<file path="config.mk">
export PLATFORM = sky130hd
export DESIGN_NAME = spi_slave_regif
export DESIGN_NICKNAME = d
export VERILOG_FILES = /design/src/rtl/spi_slave_regif.sv
export SDC_FILE = /design/constraint.sdc
export NUM_CORES = 1
export LEC_CHECK = 0
export BUFFER_PORTS_ARGS = -buffer_cell sky130_fd_sc_hd__buf_2
export CORE_MARGIN = 5
export CORE_UTILIZATION = 50
export CTS_CLUSTER_SIZE = 40
export DETAILED_ROUTE_END_ITERATION = 10
export GPL_TIMING_DRIVEN = 0
export PLACE_DENSITY = 0.72
export SYNTH_ARGS = -nofsm -noshare
export SYNTH_HDL_FRONTEND = slang
export SYNTH_SLANG_ARGS = --single-unit
</file>
<file path="constraint.sdc">
create_clock -name clk -period 2.9 [get_ports clk]
set_clock_uncertainty 0.1 [all_clocks]
set_input_delay 0.29 -clock clk [delete_from_list [all_inputs] [get_ports clk]]
set_output_delay 0.29 -clock clk [all_outputs]
set_load 0.05 [all_outputs]
</file>
<file path="src/rtl/spi_slave_regif.sv">
// spi_slave_regif: SPI mode-0 slave bridging 32-bit frames onto a simple
// register bus. Frame layout, MSB first: [31] rd, [30:16] addr, [15:0] wdata.
// All SPI inputs are oversampled by clk through SYNC_STAGES flops.
//
// Ports
//   clk, rst         system clock, synchronous active-high reset
//   sclk, ss_n, mosi SPI inputs from the master (asynchronous to clk)
//   miso             SPI output to the master
//   reg_addr         register address, held between frames
//   reg_wr_en        one-clk write strobe, with reg_wdata
//   reg_wdata        write data, held between frames
//   reg_rd_en        one-clk read strobe
//   reg_rdata        read data, sampled the clk after reg_rd_en
//   frame_done       one-clk pulse per completed frame
//   frame_err        one-clk pulse per aborted frame
//
// state   | meaning
// IDLE    | ss_n high, waiting for ss_n falling edge
// CMD     | receiving rd flag and address (rising edges 0..15)
// DATA    | receiving write data / driving read data (rising edges 16..31)
// WAIT_SS | frame over or reset seen; ignore sclk until ss_n high
module spi_slave_regif #(
  parameter int SYNC_STAGES = 2
) (
  input  logic        clk,
  input  logic        rst,
  input  logic        sclk,
  input  logic        ss_n,
  input  logic        mosi,
  output logic        miso,
  output logic [14:0] reg_addr,
  output logic        reg_wr_en,
  output logic [15:0] reg_wdata,
  output logic        reg_rd_en,
  input  logic [15:0] reg_rdata,
  output logic        frame_done,
  output logic        frame_err
);

  localparam logic [1:0] ST_IDLE    = 2'd0;
  localparam logic [1:0] ST_CMD     = 2'd1;
  localparam logic [1:0] ST_DATA    = 2'd2;
  localparam logic [1:0] ST_WAIT_SS = 2'd3;

  logic [SYNC_STAGES-1:0] sclk_sync, ss_sync, mosi_sync;
  logic                   sclk_q, ss_q;
  logic [1:0]             fill_cnt;
  logic                   sclk_s, ss_s, mosi_s;
  logic                   sclk_rise, sclk_fall, ss_fall, ss_rise, sync_ok;

  logic [1:0]  state;
  logic [4:0]  bit_cnt;
  logic [14:0] rx_sr;
  logic [15:0] tx_sr;
  logic        rd_q;
  logic        rd_cap;

  assign sclk_s    = sclk_sync[SYNC_STAGES-1];
  assign ss_s      = ss_sync[SYNC_STAGES-1];
  assign mosi_s    = mosi_sync[SYNC_STAGES-1];
  assign sclk_rise = sclk_s & ~sclk_q;
  assign sclk_fall = ~sclk_s & sclk_q;
  assign ss_fall   = ~ss_s & ss_q;
  assign ss_rise   = ss_s & ~ss_q;
  // The synchronizers come out of reset showing ss_n high; only trust the
  // sampled ss_n once the real pin value has propagated through every stage,
  // otherwise a reset with ss_n held low would look like a fresh frame start.
  assign sync_ok   = (fill_cnt == 2'(SYNC_STAGES));

  always_ff @(posedge clk) begin
    if (rst) begin
      sclk_sync <= '0;
      ss_sync   <= '1;
      mosi_sync <= '0;
      sclk_q    <= 1'b0;
      ss_q      <= 1'b1;
      fill_cnt  <= 2'd0;
    end else begin
      sclk_sync <= {sclk_sync[SYNC_STAGES-2:0], sclk};
      ss_sync   <= {ss_sync[SYNC_STAGES-2:0], ss_n};
      mosi_sync <= {mosi_sync[SYNC_STAGES-2:0], mosi};
      sclk_q    <= sclk_s;
      ss_q      <= ss_s;
      if (!sync_ok) fill_cnt <= fill_cnt + 2'd1;
    end
  end

  always_ff @(posedge clk) begin
    if (rst) begin
      state      <= ST_WAIT_SS;
      bit_cnt    <= 5'd0;
      rx_sr      <= '0;
      tx_sr      <= '0;
      rd_q       <= 1'b0;
      rd_cap     <= 1'b0;
      miso       <= 1'b0;
      reg_addr   <= '0;
      reg_wdata  <= '0;
      reg_wr_en  <= 1'b0;
      reg_rd_en  <= 1'b0;
      frame_done <= 1'b0;
      frame_err  <= 1'b0;
    end else begin
      reg_wr_en  <= 1'b0;
      reg_rd_en  <= 1'b0;
      frame_done <= 1'b0;
      frame_err  <= 1'b0;
      // reg_rdata is valid the clk after the read strobe
      rd_cap     <= reg_rd_en;
      if (rd_cap) tx_sr <= reg_rdata;

      case (state)
        ST_IDLE: begin
          miso <= 1'b0;
          if (ss_fall) begin
            state   <= ST_CMD;
            bit_cnt <= 5'd0;
            rx_sr   <= '0;
            rd_q    <= 1'b0;
          end
        end

        ST_CMD: begin
          if (ss_rise) begin
            frame_err <= 1'b1;
            miso      <= 1'b0;
            state     <= ST_IDLE;
          end else if (sclk_rise) begin
            rx_sr   <= {rx_sr[13:0], mosi_s};
            bit_cnt <= bit_cnt + 5'd1;
            if (bit_cnt == 5'd15) begin
              rd_q      <= rx_sr[14];
              reg_addr  <= {rx_sr[13:0], mosi_s};
              reg_rd_en <= rx_sr[14];
              state     <= ST_DATA;
            end
          end
        end

        ST_DATA: begin
          if (ss_rise) begin
            frame_err <= 1'b1;
            miso      <= 1'b0;
            state     <= ST_IDLE;
          end else if (sclk_rise) begin
            rx_sr   <= {rx_sr[13:0], mosi_s};
            bit_cnt <= bit_cnt + 5'd1;
            if (bit_cnt == 5'd31) begin
              if (!rd_q) begin
                reg_wr_en <= 1'b1;
                reg_wdata <= {rx_sr, mosi_s};
              end
              frame_done <= 1'b1;
              miso       <= 1'b0;
              state      <= ST_WAIT_SS;
            end
          end else if (sclk_fall && rd_q) begin
            // falling edges 15..30 present read data bits 15..0
            miso  <= tx_sr[15];
            tx_sr <= {tx_sr[14:0], 1'b0};
          end
        end

        ST_WAIT_SS: begin
          miso <= 1'b0;
          if (sync_ok && ss_s) state <= ST_IDLE;
        end

        default: state <= ST_WAIT_SS;
      endcase
    end
  end

endmodule

</file>
Word level (Yosys, flattened, before mapping)
Index checks and enable logic that the tools add are counted.
{"block": "classes", "n_eq_ne": 20, "muxes": 36, "reduce_logical": 17, "add_sub_neg": 2, "bitwise_logic": 16}
{"cell": "$mux 16", "n": 5}
{"cell": "$mux 15", "n": 3}
{"cell": "$pmux 15 s2", "n": 1}
{"cell": "$mux 2", "n": 8}
{"cell": "$mux 5", "n": 3}
{"cell": "$ne 2x2->1 const B", "n": 7}
{"cell": "$mux 1", "n": 12}
{"cell": "$ne 3x3->1 const B", "n": 4}
{"cell": "$not 1->1", "n": 12}
{"cell": "$pmux 5 s2", "n": 1}
{"cell": "$reduce_and 5->1", "n": 2}
{"cell": "$reduce_or 5->1", "n": 2}
{"cell": "$ne 4x4->1 const B", "n": 2}
{"cell": "$pmux 2 s4", "n": 1}
{"cell": "$reduce_and 4->1", "n": 2}
{"cell": "$eq 2x2->1 const B", "n": 3}
{"cell": "$reduce_and 6->1", "n": 1}
{"cell": "$reduce_or 2->1", "n": 3}
{"cell": "$add 5x1->5 const B", "n": 1}
{"cell": "$eq 5x4->1 const B", "n": 1}
{"cell": "$eq 5x5->1 const B", "n": 1}
{"cell": "$and 1x1->1", "n": 4}
{"cell": "$reduce_bool 2->1", "n": 2}
{"cell": "$reduce_or 4->1", "n": 1}
{"cell": "other kinds (8)", "n": 9}
{"block": "word_totals", "register_bits": 86, "out_inout_bits": 36}

Depth between registers and ports, before layout
Gate-level depths: netlist of run 1.
{"block": "depth", "ltp_word": 7, "ltp_mapped": 10}

Least setup slack after synthesis of run 1
No wires, ideal clock.
{"block": "synth_path", "path_type": "register to register", "start": "reg bit_cnt[0]", "end": "reg state[0]", "n_path_buf": 0, "t_arrival_ns": 1.806, "period_less_slack_ns": 2.039, "slack_ns": 0.861, "stages_incl_launch_ff": 9, "cell_sequence": "dfxtp_1 ha_1 and3_1 ha_1 nand3b_1 a311oi_1 o22ai_1 a2111oi_1 a31oi_1"}
{"block": "synth_via", "elab_chain_len": 3, "elab_cells_between_ends": 5}
{"element": "from (decl)", "line_no": "52", "rtl": "logic [4:0] bit_cnt;"}
{"element": "from (signal assigned)", "line_no": "130", "rtl": "bit_cnt <= bit_cnt + 5'd1;"}
{"element": "from (signal assigned)", "line_no": "147", "rtl": "bit_cnt <= bit_cnt + 5'd1;"}
{"element": "$eq 5x5->1 or $eq 5x4->1 (tied branches)", "line_no": "148, 131"}
{"element": "$ne 3x3->1 (no line)"}
{"element": "$reduce_and 6->1 (no line) *"}
{"element": "to (signal assigned)", "line_no": "144", "rtl": "state <= ST_IDLE;"}
{"element": "to (signal assigned)", "line_no": "155", "rtl": "state <= ST_WAIT_SS;"}
{"element": "to (signal assigned)", "line_no": "166", "rtl": "if (sync_ok && ss_s) state <= ST_IDLE;"}
{"element": "to (decl)", "line_no": "51", "rtl": "logic [1:0] state;"}
Mark *: on every way between the ends. The rest lies on a longest branch, timed or not.
A chain may end at the register's enable or synchronous reset.

Worst setup path in the final report of run 1
Ends and elaborated chain as after synthesis.

==> impl_table.tex, run 1 <==
\begin{tabular}{lr}
\hline
Metric & Value \\
\hline
\multicolumn{2}{l}{\textbf{Cells and area}} \\
\quad Nets & 476 \\
\quad Fraction of layout instances using a drive strength above 1 & 20.9\% \\
\quad Fin cells & 546 \\
\quad Area growth from synthesis to layout & 16.9\% \\
\quad ANT cells & 0 \\
\multicolumn{2}{l}{\textbf{Critical path}} \\
\quad CP Capture Point & state[0]\$\_SDFFE\_PP1P\_ \\
\quad Critical Path AT & $\sim$2.4 ns \\
\quad Worst r2r path cells & 8 \\
\quad Endpoint of the most critical register-to-register path & state[0]\$\_SDFFE\_PP1P\_ \\
\quad Worst Setup Start Kind & flip-flop \\
\quad Crit path required time & 3.02 ns \\
\quad Crit. End Element & flip-flop \\
\quad Crit path from & bit\_cnt[0]\$\_SDFFE\_PP0P\_ \\
\quad Reg-to-reg critical path startpoint & bit\_cnt[0]\$\_SDFFE\_PP0P\_ \\
\quad Reg-to-reg slack, setup & 0.59 ns \\
\quad Critical path fanouts, max & 4 \\
\quad Classification of the worst setup path & flip-flop to flip-flop \\
\multicolumn{2}{l}{\textbf{Clock network}} \\
\quad Clk pin slew, worst setup/hold paths & 0.08 ns \\
\quad Count of hold-fix buffers inserted at cts & 0 \\
\quad Number of buffers created by CTS & 9 \\
\quad Maximum level of the CTS H-tree & 3 \\
\quad Clock sink total & 86 \\
\quad PostCTS Resize Cnt & 0 \\
\quad Setup Buffers After CTS & 0 \\
\quad Clock latency on the worst-skew pair & 0.35 ns \\
\quad Max Buffers Root-to-Sink & 2 \\
\quad Root buffer selected by CTS & sky130\_fd\_sc\_hd\_\_clkbuf\_8 \\
\quad CTS tree & yes \\
\multicolumn{2}{l}{\textbf{Die}} \\
\quad Number of standard-cell rows in the floorplan & 30 \\
\quad Die width & 93.6 µm \\
\quad Std-Cell Core Area & between 6000 and 7000 µm² \\
\quad Top-Level Pins & 57 \\
\quad Die area & 8760 µm² \\
\quad Height of the die & 93.6 µm \\
\quad Starting density of the core & about half \\
\multicolumn{2}{l}{\textbf{Timing}} \\
\quad Setup repair after global routing missed its margin & false \\
\quad Final-layout setup total negative slack & 0 ns \\
\quad Upper clock frequency limit & 0.432 GHz \\
\quad Least-Margin Pin Slew & 0.572 ns \\
\quad Min Tclk post-route & 2.31 ns \\
\quad Number of pins exceeding their max-slew limit in the final report & 0 \\
\quad Slew headroom & 61.7\% \\
\quad Final critical-path share of the clock period & around four fifths \\
\quad Count of endpoints failing hold in the final timing report & 0 \\
\quad Setup violators final & 0 \\
\multicolumn{2}{l}{\textbf{Detailed routing}} \\
\quad Via count & 2,842 \\
\quad Detailed Route WL & $\sim$7.7 mm \\
\quad First-pass DRT Iterations & 4 \\
\quad Final antenna-violating net count & 0 \\
\quad Number of DRC markers in iteration 0 & 92 \\
\quad Post-detailed-route DRC marker count & 0 \\
\quad Avg WL per Cell & about 14 µm \\
\quad Vias per Instance & 5.21 \\
\multicolumn{2}{l}{\textbf{Run}} \\
\quad Number of violations of the max-capacitance limit & 0 \\
\multicolumn{2}{l}{\textbf{Placed design}} \\
\quad Final HPWL from detailed placement & 5.53 mm \\
\quad Placed insts & 531 \\
\quad Port Buffers & 55 \\
\quad Final weighted congestion in routability-driven placement & 0.844 \\
\multicolumn{2}{l}{\textbf{Logic synthesis}} \\
\quad Flop and latch count out of synthesis & between 80 and 90 \\
\quad Count of flip-flops with a built-in enable after synthesis & 0 \\
\quad Cell area after technology mapping & 3500 µm² \\
\quad Ranking of synthesized cells by instance count & 86 x sky130\_fd\_sc\_hd\_\_dfxtp\_1, 51 x sky130\_fd\_sc\_hd\_\_nand2\_1, 40 x sky130\_fd\_sc\_hd\_\_nor2\_1 \\
\quad Synthesized net count & 410 \\
\quad Cells taking the most area after synthesis & sky130\_fd\_sc\_hd\_\_dfxtp\_1 49\%, sky130\_fd\_sc\_hd\_\_mux2i\_1 9.7\%, sky130\_fd\_sc\_hd\_\_nand2\_1 5.5\% \\
\quad Proportion of netlist area held by the largest area contributor & around half \\
\quad Most instantiated library cell after synthesis & sky130\_fd\_sc\_hd\_\_dfxtp\_1 \\
\quad Share of async-settable or async-resettable flops after synthesis & 0\% \\
\quad Yosys Warn Count & 0 \\
\quad Post-Syn Instances & 380 \\
\quad Top flip-flop cell by instance count after synthesis & sky130\_fd\_sc\_hd\_\_dfxtp\_1 \\
\quad Top cell type by total area after synthesis & sky130\_fd\_sc\_hd\_\_dfxtp\_1 \\
\quad Yosys cell types & 45 \\
\quad Syn avg cell area & 9.20 µm² \\
\quad Sequential fraction of the synthesis area & 49.2\% \\
\multicolumn{2}{l}{\textbf{Power and ir drop}} \\
\quad Worst IR drop on VDD & 0.000316 V \\
\quad Leakage power & 0.00162 µW \\
\quad Total power per unit cell area & around 600 nW/µm² \\
\multicolumn{2}{l}{\textbf{Global routing}} \\
\quad Number of antenna violations at the first check in global routing & 0 \\
\quad Largest net degree at the start of global routing & 16 \\
\quad First-pass GRT wire length & 12.7 mm \\
\quad GRT Util Overall & 18.1\% \\
\quad Number of global-route vias before repair & 2,734 \\
\quad Global route total overflow & 0 \\
\multicolumn{2}{l}{\textbf{Min path}} \\
\quad Min-delay worst type & input pin to flip-flop \\
\multicolumn{2}{l}{\textbf{Status}} \\
\quad Outcome & finished clean \\
\hline
\end{tabular}
==> state kept, by name, summed over array words and instances (netlist names) <==
register    flops
reg_wdata      16
tx_sr          16
reg_addr       15
rx_sr          15
bit_cnt         5
fill_cnt        2
mosi_sync       2
sclk_sync       2
ss_sync         2
state           2
frame_done      1
frame_err       1
miso            1
rd_cap          1
rd_q            1
reg_rd_en       1
reg_wr_en       1
sclk_q          1
ss_q            1
==> cell families (layout without fill, tap and decap cells) <==
kind of cell,count (synthesis),after routing,synth area share [%]
compound gates,71,71,12.8
buf+inv,35,105,4.80
flops,86,86,49.2
fa+ha+maj,9,9,3.22
mux,34,34,9.74
xor+xnor,2,2,0.501
simple gates,143,143,19.7
==> critical path, cell delays in order, from the launching register on <==
cell and delay, ns:
sky130_fd_sc_hd__dfxtp_1 0.37, sky130_fd_sc_hd__ha_1 0.17, sky130_fd_sc_hd__and3_1 0.19, sky130_fd_sc_hd__ha_1 0.20, sky130_fd_sc_hd__nand3b_1 0.17, sky130_fd_sc_hd__a311oi_1 0.32, sky130_fd_sc_hd__o22ai_1 0.17, sky130_fd_sc_hd__a2111oi_1 0.43
sky130_fd_sc_hd__a31oi_1 0.07
==> cell usage in the layout (no fill, tap or decap), types with 3 or more instances in the layout <==
cell type | synthesis | routed
sky130_fd_sc_hd__nand2_1 | 51 | 51
sky130_fd_sc_hd__clkbuf_8 | 0 | 9
sky130_fd_sc_hd__a21oi_1 | 36 | 36
sky130_fd_sc_hd__buf_1 | 3 | 3
sky130_fd_sc_hd__nor2_1 | 40 | 40
sky130_fd_sc_hd__buf_2 | 8 | 63
sky130_fd_sc_hd__or3_1 | 3 | 3
sky130_fd_sc_hd__nand3_1 | 18 | 18
sky130_fd_sc_hd__ha_1 | 9 | 9
sky130_fd_sc_hd__dfxtp_1 | 86 | 86
sky130_fd_sc_hd__buf_4 | 3 | 3
sky130_fd_sc_hd__or2_2 | 3 | 3
sky130_fd_sc_hd__nor2b_1 | 7 | 7
sky130_fd_sc_hd__inv_1 | 8 | 8
sky130_fd_sc_hd__a211oi_1 | 18 | 18
sky130_fd_sc_hd__mux2i_1 | 34 | 34
sky130_fd_sc_hd__clkbuf_1 | 11 | 11
sky130_fd_sc_hd__o21ai_0 | 4 | 4
sky130_fd_sc_hd__nor3_1 | 4 | 4
==> worst min path at each step <==
| stage | from | end | slack, ns | depth (start not counted) |
|---|---|---|---|---|
| after floorplan | ss_sync[0]$_SDFF_PP1_ | ss_sync[1]$_SDFF_PP1_ | 0.29 | 1 |
| after global placement | ss_sync[0]$_SDFF_PP1_ | ss_sync[1]$_SDFF_PP1_ | 0.29 | 1 |
| after detailed placement | ss_sync[0]$_SDFF_PP1_ | ss_sync[1]$_SDFF_PP1_ | 0.32 | 1 |
| after CTS | ss_n | ss_sync[0]$_SDFF_PP1_ | 0.007 | 2 |
| after global routing | ss_n | ss_sync[0]$_SDFF_PP1_ | 0.02 | 2 |
| final | ss_n | ss_sync[0]$_SDFF_PP1_ | 0.02 | 2 |
==> report_power, final <==
part           total (µW)  leakage [µW]  switching [µW]  internal (µW)
Clock                 831     0.0000919             432            399
Combinational         387      0.000830             248            139
Sequential           1230      0.000695            23.9           1210
Total                2450       0.00162             704           1750
==> metrics by stage <==
stage               instance area [µm²]  util, %  setup WS, ns  total power [µW]  hold WS, ns
floorplan                          3500        -         0.861              1550        0.289
global placement                   3890     57.3         0.653              1630        0.295
detailed placement                 3890     57.3         0.612              1650        0.316
CTS                                4090     60.1         0.588              2470      0.00719
global route                       4090     60.1         0.354              2570       0.0213
finish                             4090     60.1         0.588              2450       0.0205
==> per-layer routing <==
metal	vias to the layer above	track usage [%]	wire, µm
met5	-	0	0
met1	1321	23.7	3520
met3	11	3.70	422
met4	0	7.34	120
met2	75	29.2	3590
li1	1435	-	-
==> final cells by class <==
type	instances	area (µm²)
Inverter	8	30.0
Multi-Input combinational cell	259	1610
Clock inverter	6	71.3
Timing Repair Buffer	55	275
Fill cell	634	2710
Clock buffer	9	124
Buffer	27	138
Sequential cell	86	1720
Tap cell	96	120
Power figures use the tool's default switching activity.
==> inputs of run 2 (changes only) <==
ABC_AREA = 1   (was unset)
PLACE_DENSITY = 0.75   (was 0.72)
clock period = 1.9 ns   (was 2.9 ns; I/O delays follow)
==> run 2 against run 1 <==
  * Area after synthesis is 2.5% higher
  * Sequential power is 80% higher
  * First-iteration DRC count is 33% higher
  * Combinational power grew to 4.7 times the previous value
  * Register-to-register slack worse by 0.53 ns
  * Critical endpoint is now reg_wdata[6]$_SDFFE_PP0P_
  * Worst hold slack better by 0.0082 ns
  * Fmax is 25% higher
  * Largest power group unchanged
==> impl_table.tex, run 2 <==
\begin{tabular}{lr}
\hline
Metric & Value \\
\hline
\multicolumn{2}{l}{\textbf{Clock network}} \\
\quad Root buffer selected by CTS & sky130\_fd\_sc\_hd\_\_clkbuf\_8 \\
\quad Clock sink total & 86 (unchanged) \\
\quad Max Buffers Root-to-Sink & 2 (unchanged) \\
\quad Clk pin slew, worst setup/hold paths & 0.08 ns (about the same) \\
\quad Maximum level of the CTS H-tree & 3 (unchanged) \\
\quad CTS tree & yes \\
\quad Number of buffers created by CTS & 9 (unchanged) \\
\quad Clock latency on the worst-skew pair & 0.35 ns (about the same) \\
\multicolumn{2}{l}{\textbf{Cells and area}} \\
\quad Nets & 596 (+25\%) \\
\quad Registers with the most flip-flops & reg\_wdata x16, tx\_sr x16 \\
\quad Area growth from synthesis to layout & 22.6\% \\
\quad Fraction of layout instances using a drive strength above 1 & 22.1\% (+1.3 points) \\
\quad Most used cells in the layout excluding fill and tap cells & 119 x sky130\_fd\_sc\_hd\_\_nor2\_1, 87 x sky130\_fd\_sc\_hd\_\_nand2\_1, 82 x sky130\_fd\_sc\_hd\_\_dfxtp\_1 \\
\quad Utilization of the core after routing & 64.0\% (+3.8 points) \\
\quad Commonest non-fill, non-tap cell in the layout & sky130\_fd\_sc\_hd\_\_nor2\_1 \\
\quad ANT cells & 0 (unchanged) \\
\multicolumn{2}{l}{\textbf{Logic synthesis}} \\
\quad Ranking of synthesized cells by instance count & 121 x sky130\_fd\_sc\_hd\_\_nor2\_1, 90 x sky130\_fd\_sc\_hd\_\_nand2\_1, 86 x sky130\_fd\_sc\_hd\_\_dfxtp\_1 \\
\quad Post-synthesis compound-gate area fraction & 12.3\% (-0.53 points) \\
\quad Simple-Gate Fraction of Synth Area & 28.6\% (+8.8 points) \\
\quad Sequential fraction of the synthesis area & 48.0\% (-1.2 points) \\
\quad Top cell type by total area after synthesis & sky130\_fd\_sc\_hd\_\_dfxtp\_1 \\
\quad Fraction of the mapped netlist area in adder cells & 3.14\% (-0.080 points) \\
\quad Top flip-flop cell by instance count after synthesis & sky130\_fd\_sc\_hd\_\_dfxtp\_1 \\
\quad Xor and xnor fraction of the mapped netlist area & 0\% (-0.50 points) \\
\quad Yosys cell types & 31 (-31\%) \\
\quad Cells taking the most area after synthesis & sky130\_fd\_sc\_hd\_\_dfxtp\_1 48\%, sky130\_fd\_sc\_hd\_\_nor2\_1 13\%, sky130\_fd\_sc\_hd\_\_nand2\_1 9.4\% \\
\quad Cell area after technology mapping & 3580 µm² (+2.5\%) \\
\quad Largest family of logic cells by synthesized area & simple AND/OR/NAND/NOR gates \\
\quad Yosys Warn Count & 0 (unchanged) \\
\quad Count of flip-flops with a built-in enable after synthesis & 0 (unchanged) \\
\quad Most instantiated library cell after synthesis & sky130\_fd\_sc\_hd\_\_nor2\_1 \\
\quad Portion of netlist area occupied by mux cells & 0.279\% (-9.5 points) \\
\quad Synthesized net count & 519 (+27\%) \\
\quad Proportion of netlist area held by the largest area contributor & 48.0\% (-1.2 points) \\
\quad Share of async-settable or async-resettable flops after synthesis & 0\% (unchanged) \\
\quad Syn avg cell area & 7.33 µm² (-20\%) \\
\quad Flop and latch count out of synthesis & 86 (unchanged) \\
\quad Post-Syn Instances & 489 (+29\%) \\
\multicolumn{2}{l}{\textbf{Critical path}} \\
\quad Reg-to-reg critical path startpoint & bit\_cnt[1]\$\_SDFFE\_PP0P\_ \\
\quad Reg-to-reg slack, setup & 0.06 ns (-0.53 ns) \\
\quad Crit path required time & 2.08 ns (-0.94 ns) \\
\quad Critical path's largest stage delay & 0.37 ns (-0.06 ns) \\
\quad Worst Setup Start Kind & flip-flop \\
\quad Worst r2r path cells & 11 (+3) \\
\quad Critical Path AT & 2.03 ns (-0.41 ns) \\
\quad Cell-by-cell trace of the critical path & ha\_4 > nand2\_2 > nor2\_4 > ha\_2 > nand2\_2 > nor2\_4 > nand3\_4 > inv\_6 > clkbuf\_16 > nor2\_1 > nor2\_1 \\
\quad Critical path fanouts, max & 7 (+3) \\
\quad Crit-path slowest cell & sky130\_fd\_sc\_hd\_\_dfxtp\_2 \\
\quad Endpoint of the most critical register-to-register path & reg\_wdata[6]\$\_SDFFE\_PP0P\_ \\
\quad Classification of the worst setup path & flip-flop to flip-flop \\
\quad Crit. End Element & flip-flop \\
\multicolumn{2}{l}{\textbf{Status}} \\
\quad Outcome & finished clean \\
\multicolumn{2}{l}{\textbf{Detailed routing}} \\
\quad Number of DRC markers in iteration 0 & 122 (+33\%) \\
\quad Final antenna-violating net count & 0 (unchanged) \\
\quad Via count & 3,262 (+15\%) \\
\quad Avg WL per Cell & 11.9 µm (-15\%) \\
\quad Detailed Route WL & 7.89 mm (+3.1\%) \\
\quad Post-detailed-route DRC marker count & 0 (unchanged) \\
\quad Vias per Instance & 4.91 (-5.8\%) \\
\quad First-pass DRT Iterations & 4 (unchanged) \\
\multicolumn{2}{l}{\textbf{Min path}} \\
\quad Hold Path Origin & rst \\
\quad Destination of the worst hold path & tx\_sr[0]\$\_SDFF\_PP0\_ \\
\quad Min-delay worst type & input pin to flip-flop \\
\quad Worst Hold Depth & 2 (unchanged) \\
\multicolumn{2}{l}{\textbf{Die}} \\
\quad Top-Level Pins & 57 (unchanged) \\
\quad Number of standard-cell rows in the floorplan & 30 (unchanged) \\
\quad Height of the die & 94.7 µm (+1.1\%) \\
\quad Die width & 94.7 µm (+1.1\%) \\
\quad Starting density of the core & 52.2\% (+0.73 points) \\
\quad Std-Cell Core Area & 6870 µm² (+1.1\%) \\
\quad Die area & 8960 µm² (+2.3\%) \\
\multicolumn{2}{l}{\textbf{Timing}} \\
\quad Worst hold slack & 0.0287 ns (+0.00819 ns) \\
\quad Least-Margin Pin Slew & 0.545 ns (-0.0270 ns) \\
\quad Number of pins exceeding their max-slew limit in the final report & 0 (unchanged) \\
\quad Setup violators final & 0 (unchanged) \\
\quad Count of endpoints failing hold in the final timing report & 0 (unchanged) \\
\quad Min Tclk post-route & 1.84 ns (-0.467 ns) \\
\quad Upper clock frequency limit & 0.542 GHz (+25\%) \\
\quad Final critical-path share of the clock period & 97.1\% (+17 points) \\
\quad Setup repair after global routing missed its margin & true \\
\quad Slew headroom & 63.7\% (+1.9 points) \\
\multicolumn{2}{l}{\textbf{Power and ir drop}} \\
\quad Total power per unit cell area & 1200 nW/µm² (+100\%) \\
\quad Worst IR drop on VDD & 0.000668 V (+110\%) \\
\quad Leakage power & 0.00194 µW (+20\%) \\
\multicolumn{2}{l}{\textbf{Global routing}} \\
\quad Number of antenna violations at the first check in global routing & 0 (unchanged) \\
\quad Number of global-route vias before repair & 3,019 (+10\%) \\
\quad GRT Util Overall & 18.2\% (+0.10 points) \\
\quad Global route total overflow & 0 (unchanged) \\
\quad First-pass GRT wire length & 13.1 mm (+3.2\%) \\
\quad Largest net degree at the start of global routing & 14 (-2) \\
\multicolumn{2}{l}{\textbf{Placed design}} \\
\quad Final HPWL from detailed placement & 5.59 mm (+1.2\%) \\
\quad Port Buffers & 55 (unchanged) \\
\quad Final weighted congestion in routability-driven placement & 0.827 (-2.0\%) \\
\multicolumn{2}{l}{\textbf{Run}} \\
\quad Number of violations of the max-capacitance limit & 0 (unchanged) \\
\hline
\end{tabular}
-- run 2: cell count changes in the layout (fill, tap and decap cells not counted), sizes merged, moves of 7 or more --
cell,change
a211oi,-18
a21oi,-15
inv,+28
mux2i,-33
nand2,+44
nor2,+83
nor2b,-7
o21ai,+62
-- run 2: per-layer routing --
metal / routed length [µm] / part of all wire [%] / GRT usage, % / vias up
met3: 341 / 4.3 / 3.51 / 13
met5: 0 / 0 / 0 / -
met2: 3840 / 49 / 31.2 / 52
li1: - / - / - / 1700
met4: 122 / 1.5 / 7.33 / 0
met1: 3590 / 46 / 22.4 / 1497
-- run 2: worst max-delay path: cells and delay by family, from the launching register on --
kind	cells	cell delay [ns]
adder cells (fa/ha/maj)	2	0.33
buffers and inverters	2	0.28
flip-flops	1	0.37
AND/OR/NAND/NOR	7	0.69
-- run 2: logic make-up after synthesis --
| family | count (synthesis) |
|---|---|
| flops | 86 |
| mux | 1 |
| compound gates | 87 |
| buf+inv | 62 |
| fa+ha+maj | 9 |
| simple gates | 244 |
-- run 2: how the worst max path moves through the flow --
stage | start | endpoint | slack [ns] | depth (start not counted)
2_1_floorplan | bit_cnt[0]$_SDFFE_PP0P_ | reg_wdata[0]$_SDFFE_PP0P_ | 0.13 | 10
3_3_place_gp | bit_cnt[0]$_SDFFE_PP0P_ | reg_wdata[5]$_SDFFE_PP0P_ | -0.22 | 10
3_5_place_dp | bit_cnt[0]$_SDFFE_PP0P_ | reg_wdata[5]$_SDFFE_PP0P_ | -0.24 | 10
4_1_cts | bit_cnt[1]$_SDFFE_PP0P_ | reg_wdata[7]$_SDFFE_PP0P_ | 0.003 | 10
5_1_grt | bit_cnt[1]$_SDFFE_PP0P_ | reg_wdata[0]$_SDFFE_PP0P_ | -0.03 | 11
6_report | bit_cnt[1]$_SDFFE_PP0P_ | reg_wdata[6]$_SDFFE_PP0P_ | 0.06 | 11
-- run 2: through the flow --
| step | area [µm²] | instances | power (µW) | setup TNS [ns] | worst slack (ns) |
|---|---|---|---|---|---|
| floorplan | 3580 | 489 | 3540 | 0 | 0.125 |
| global placement | 3980 | 640 | 3820 | -1.81 | -0.218 |
| detailed placement | 3980 | 640 | 3890 | -2.21 | -0.237 |
| CTS | 4270 | 660 | 5190 | 0 | 0.00255 |
| global route | 4400 | 665 | 5670 | -0.282 | -0.0282 |
| finish | 4400 | 665 | 5290 | 0 | 0.0550 |
-- run 2: final cells by class --
cell class / count / area, µm²
plain buffers: 24 / 159
fillers: 632 / 2470
inverters: 37 / 144
clock inverters: 3 / 43.8
flip-flops and latches: 86 / 1730
multi-input cells: 341 / 1650
repair buffers: 67 / 402
clock buffers: 11 / 151
well taps: 96 / 120
-- run 2: power by group --
| group | total, µW | switching [µW] | leakage (µW) | internal (µW) |
|---|---|---|---|---|
| clock network | 1280 | 608 | 0.000102 | 668 |
| logic | 1800 | 1100 | 0.00114 | 691 |
| registers | 2220 | 198 | 0.000698 | 2020 |
| total | 5290 | 1910 | 0.00194 | 3380 |
-- run 2: repair_timing --
item / 4_1_cts / 5_1_grt
endpoints found under the hold margin: 3 / 0
pin swaps: 1 / 10
setup buffers: 2 / 5
resized for setup: 16 / 35
endpoints found under the setup margin: 34 / 43
hold buffers: 3 / 0
cloned: 1 / 1
==> inputs of run 3 (changes only) <==
PLACE_DENSITY = 0.72   (was 0.75)
clock period = 1.8 ns   (was 1.9 ns; I/O delays follow)
==> run 3 against run 2 <==
  * The flow now finishes with violations (negative setup slack)
  * Critical path depth fell by 2
  * Clock power rose by 30%
  * Critical endpoint is now reg_addr[3]$_SDFFE_PP0P_
  * Global-route usage rose by 1.6 points
  * Combinational power rose by 36%
  * Largest power group is now combinational cells
  * Setup slack got worse by 0.12 ns
  * Power rose by 23%
  * Sequential share of layout area fell by 4.0 points
  * Core utilization rose by 7.2 points
  * Count of clock-buffer cells in the layout did not move
==> impl_table.tex, run 3 (synthesized netlist as in run 2, its figures left out) <==
\begin{tabular}{lr}
\hline
Metric & Value \\
\hline
\multicolumn{2}{l}{\textbf{Critical path}} \\
\quad Stages on the worst setup path & 9 (-2) \\
\quad Crit path required time & 1.96 ns (-0.12 ns) \\
\quad Worst Setup Start Kind & flip-flop \\
\quad Critical path's most frequent cell & sky130\_fd\_sc\_hd\_\_ha\_4 \\
\quad Classification of the worst setup path & flip-flop to flip-flop \\
\quad Crit-path slowest cell & sky130\_fd\_sc\_hd\_\_dfxtp\_2 \\
\quad Cell-by-cell trace of the critical path & ha\_4 > nand2\_4 > nor2\_4 > ha\_4 > nand2\_2 > nand3b\_4 > buf\_12 > o21ai\_0 > nor2\_1 \\
\quad Sum of buffers and inverters on the critical path & 1 (-1) \\
\quad Worst r2r path cells & 9 (-2) \\
\quad Critical path fanouts, max & 6 (-1) \\
\quad Critical Path AT & 2.02 ns (about the same) \\
\quad Critical path's largest stage delay & 0.37 ns (about the same) \\
\quad Crit. End Element & flip-flop \\
\quad Largest delay contributor family on the critical path & simple AND/OR/NAND/NOR gates \\
\multicolumn{2}{l}{\textbf{Global routing}} \\
\quad Largest net degree at the start of global routing & 15 (+1) \\
\quad Global route total overflow & 0 (unchanged) \\
\quad Number of antenna violations at the first check in global routing & 0 (unchanged) \\
\quad Number of global-route vias before repair & 3,193 (+5.8\%) \\
\quad First-pass GRT wire length & 14.0 mm (+6.9\%) \\
\quad GRT Util Overall & 19.8\% (+1.6 points) \\
\multicolumn{2}{l}{\textbf{Placed design}} \\
\quad Pre-CTS setup slack & -0.353 ns (-0.116 ns) \\
\quad Port Buffers & 55 (unchanged) \\
\quad Final HPWL from detailed placement & 5.72 mm (+2.3\%) \\
\quad Final weighted congestion in routability-driven placement & 0.837 (+1.2\%) \\
\multicolumn{2}{l}{\textbf{Cells and area}} \\
\quad Utilization of the core after routing & 71.2\% (+7.2 points) \\
\quad Commonest non-fill, non-tap cell in the layout & sky130\_fd\_sc\_hd\_\_nor2\_1 \\
\quad Nets & 619 (+3.9\%) \\
\quad Area growth from synthesis to layout & 36.4\% \\
\quad Most used cells in the layout excluding fill and tap cells & 116 x sky130\_fd\_sc\_hd\_\_nor2\_1, 85 x sky130\_fd\_sc\_hd\_\_nand2\_1, 82 x sky130\_fd\_sc\_hd\_\_dfxtp\_1 \\
\quad ANT cells & 0 (unchanged) \\
\quad Fraction of layout instances using a drive strength above 1 & 30.1\% (+8.0 points) \\
\quad Registers with the most flip-flops & reg\_wdata x16, tx\_sr x16 \\
\multicolumn{2}{l}{\textbf{Die}} \\
\quad Std-Cell Core Area & 6870 µm² (unchanged) \\
\quad Height of the die & 94.7 µm (unchanged) \\
\quad Top-Level Pins & 57 (unchanged) \\
\quad Die width & 94.7 µm (unchanged) \\
\quad Starting density of the core & 52.2\% (unchanged) \\
\quad Die area & 8960 µm² (unchanged) \\
\quad Number of standard-cell rows in the floorplan & 30 (unchanged) \\
\multicolumn{2}{l}{\textbf{Detailed routing}} \\
\quad First-pass DRT Iterations & 6 (+2) \\
\quad Number of DRC markers in iteration 0 & 160 (+31\%) \\
\quad Detailed Route WL & 9.38 mm (+19\%) \\
\quad Vias per Instance & 5.06 (+3.1\%) \\
\quad Final antenna-violating net count & 0 (unchanged) \\
\quad Avg WL per Cell & 13.6 µm (+15\%) \\
\quad Post-detailed-route DRC marker count & 0 (unchanged) \\
\quad Via count & 3,489 (+7.0\%) \\
\multicolumn{2}{l}{\textbf{Clock network}} \\
\quad Clk pin slew, worst setup/hold paths & 0.09 ns (about the same) \\
\quad Number of buffers created by CTS & 9 (unchanged) \\
\quad Root buffer selected by CTS & sky130\_fd\_sc\_hd\_\_clkbuf\_8 \\
\quad Max Buffers Root-to-Sink & 2 (unchanged) \\
\quad CTS tree & yes \\
\quad Clock sink total & 86 (unchanged) \\
\quad Clock latency on the worst-skew pair & 0.37 ns (+0.02 ns) \\
\quad Maximum level of the CTS H-tree & 3 (unchanged) \\
\multicolumn{2}{l}{\textbf{Timing}} \\
\quad Setup repair after global routing missed its margin & true \\
\quad Worst hold slack & 0.0329 ns (+0.00425 ns) \\
\quad Setup violators final & 16 (+16) \\
\quad Slew headroom & 47.8\% (-16 points) \\
\quad Least setup slack across all paths after layout & -0.0632 ns (-0.118 ns) \\
\quad Least-Margin Pin Slew & 0.783 ns (+0.237 ns) \\
\quad Final critical-path share of the clock period & 104\% (+6.4 points) \\
\quad Upper clock frequency limit & 0.537 GHz (-0.98\%) \\
\quad Min Tclk post-route & 1.86 ns (+0.0183 ns) \\
\quad Number of pins exceeding their max-slew limit in the final report & 0 (unchanged) \\
\quad Count of endpoints failing hold in the final timing report & 0 (unchanged) \\
\multicolumn{2}{l}{\textbf{Power and ir drop}} \\
\quad Internal cell power & 4170 µW (+23\%) \\
\quad Leakage power & 0.00218 µW (+12\%) \\
\quad Proportion of power drawn by the clock network & 25.6\% (+1.5 points) \\
\quad Worst IR drop on VDD & 0.000728 V (+8.9\%) \\
\quad Switching fraction of total power & 36.0\% (-0.054 points) \\
\quad Power share of the combinational group & 37.4\% (+3.5 points) \\
\quad Net switching component of the power & 2350 µW (+23\%) \\
\quad Total power per unit cell area & 1330 nW/µm² (+11\%) \\
\quad Part of the power in registers & 37.0\% (-5.0 points) \\
\quad Overall Power & 6520 µW (+23\%) \\
\multicolumn{2}{l}{\textbf{Min path}} \\
\quad Min-delay worst type & input pin to flip-flop \\
\quad Worst Hold Depth & 3 (+1) \\
\multicolumn{2}{l}{\textbf{Run}} \\
\quad Number of violations of the max-capacitance limit & 0 (unchanged) \\
\multicolumn{2}{l}{\textbf{Status}} \\
\quad Failing checks & negative setup slack \\
\quad Outcome & finished with violations \\
\hline
\end{tabular}
## run 3: changes by cell type in the layout (fill, tap and decap cells not counted), moves of 5 or more
cell / change
sky130_fd_sc_hd__o21ai_1: -8
sky130_fd_sc_hd__o21ai_0: -10
sky130_fd_sc_hd__o21ai_2: +15
sky130_fd_sc_hd__buf_4: +14
sky130_fd_sc_hd__nand2_4: +5
## run 3: worst reg2reg max path: cells and delay by family, from the launching register on
kind | cells | cell delay [ns]
simple gates | 5 | 0.59
buf+inv | 1 | 0.20
fa+ha+maj | 2 | 0.32
compound gates | 1 | 0.18
flops | 1 | 0.37
## run 3: through the flow
stage,TNS (ns),instances,cell area (µm²)
floorplan,0,489,3580
global placement,-4.67,640,3980
detailed placement,-6.76,640,3980
CTS,-0.0209,671,4480
global route,-2.77,690,4890
finish,-0.311,690,4890
## run 3: final timing paths
path | to | start | slack [ns]
worst max-delay path | reg_addr[3]$_SDFFE_PP0P_ | bit_cnt[0]$_SDFFE_PP0P_ | -0.06
worst min-delay path | tx_sr[0]$_SDFF_PP0_ | reg_rdata[0] | 0.03
worst max register to register | reg_addr[3]$_SDFFE_PP0P_ | bit_cnt[0]$_SDFFE_PP0P_ | -0.06
worst min register to register | sclk_sync[1]$_SDFF_PP0_ | sclk_sync[0]$_SDFF_PP0_ | 0.31
## run 3: power by group through the flow
stage | clock (µW) | sequential [µW] | combinational (µW)
CTS | 1670 | 2350 | 1900
finish | 1670 | 2420 | 2440
global placement | 0 | 2360 | 1680
global route | 1780 | 2450 | 2770
floorplan | 0 | 2330 | 1400
detailed placement | 0 | 2380 | 1740
## run 3: repair_timing
| item | CTS | global route |
|---|---|---|
| hold buffers | 3 | 0 |
| gates resized for setup | 43 | 72 |
| endpoints found under the setup margin | 46 | 52 |
| gates cloned | 1 | 6 |
| pin swaps | 6 | 25 |
| hold endpoints to repair | 3 | 0 |
| buffers inserted | 11 | 13 |
## run 3: metal layers
metal  routed length (µm)  global-route usage (%)  vias to the layer above
met2                 4680                    34.8                      117
met1                 3980                    23.2                     1605
met3                  526                    4.22                       23
met4                  189                    8.65                        0
li1                     -                       -                     1744
met5                    0                       0                        -
## run 3: final cells by class
class                   count  area (µm²)
fillers                   550        1980
repair buffers             89         647
clock inverters             5         104
multi-input cells         341        1810
plain buffers              25         186
well taps                  96         120
flip-flops and latches     86        1730
inverters                  37         151
clock buffers              11         141
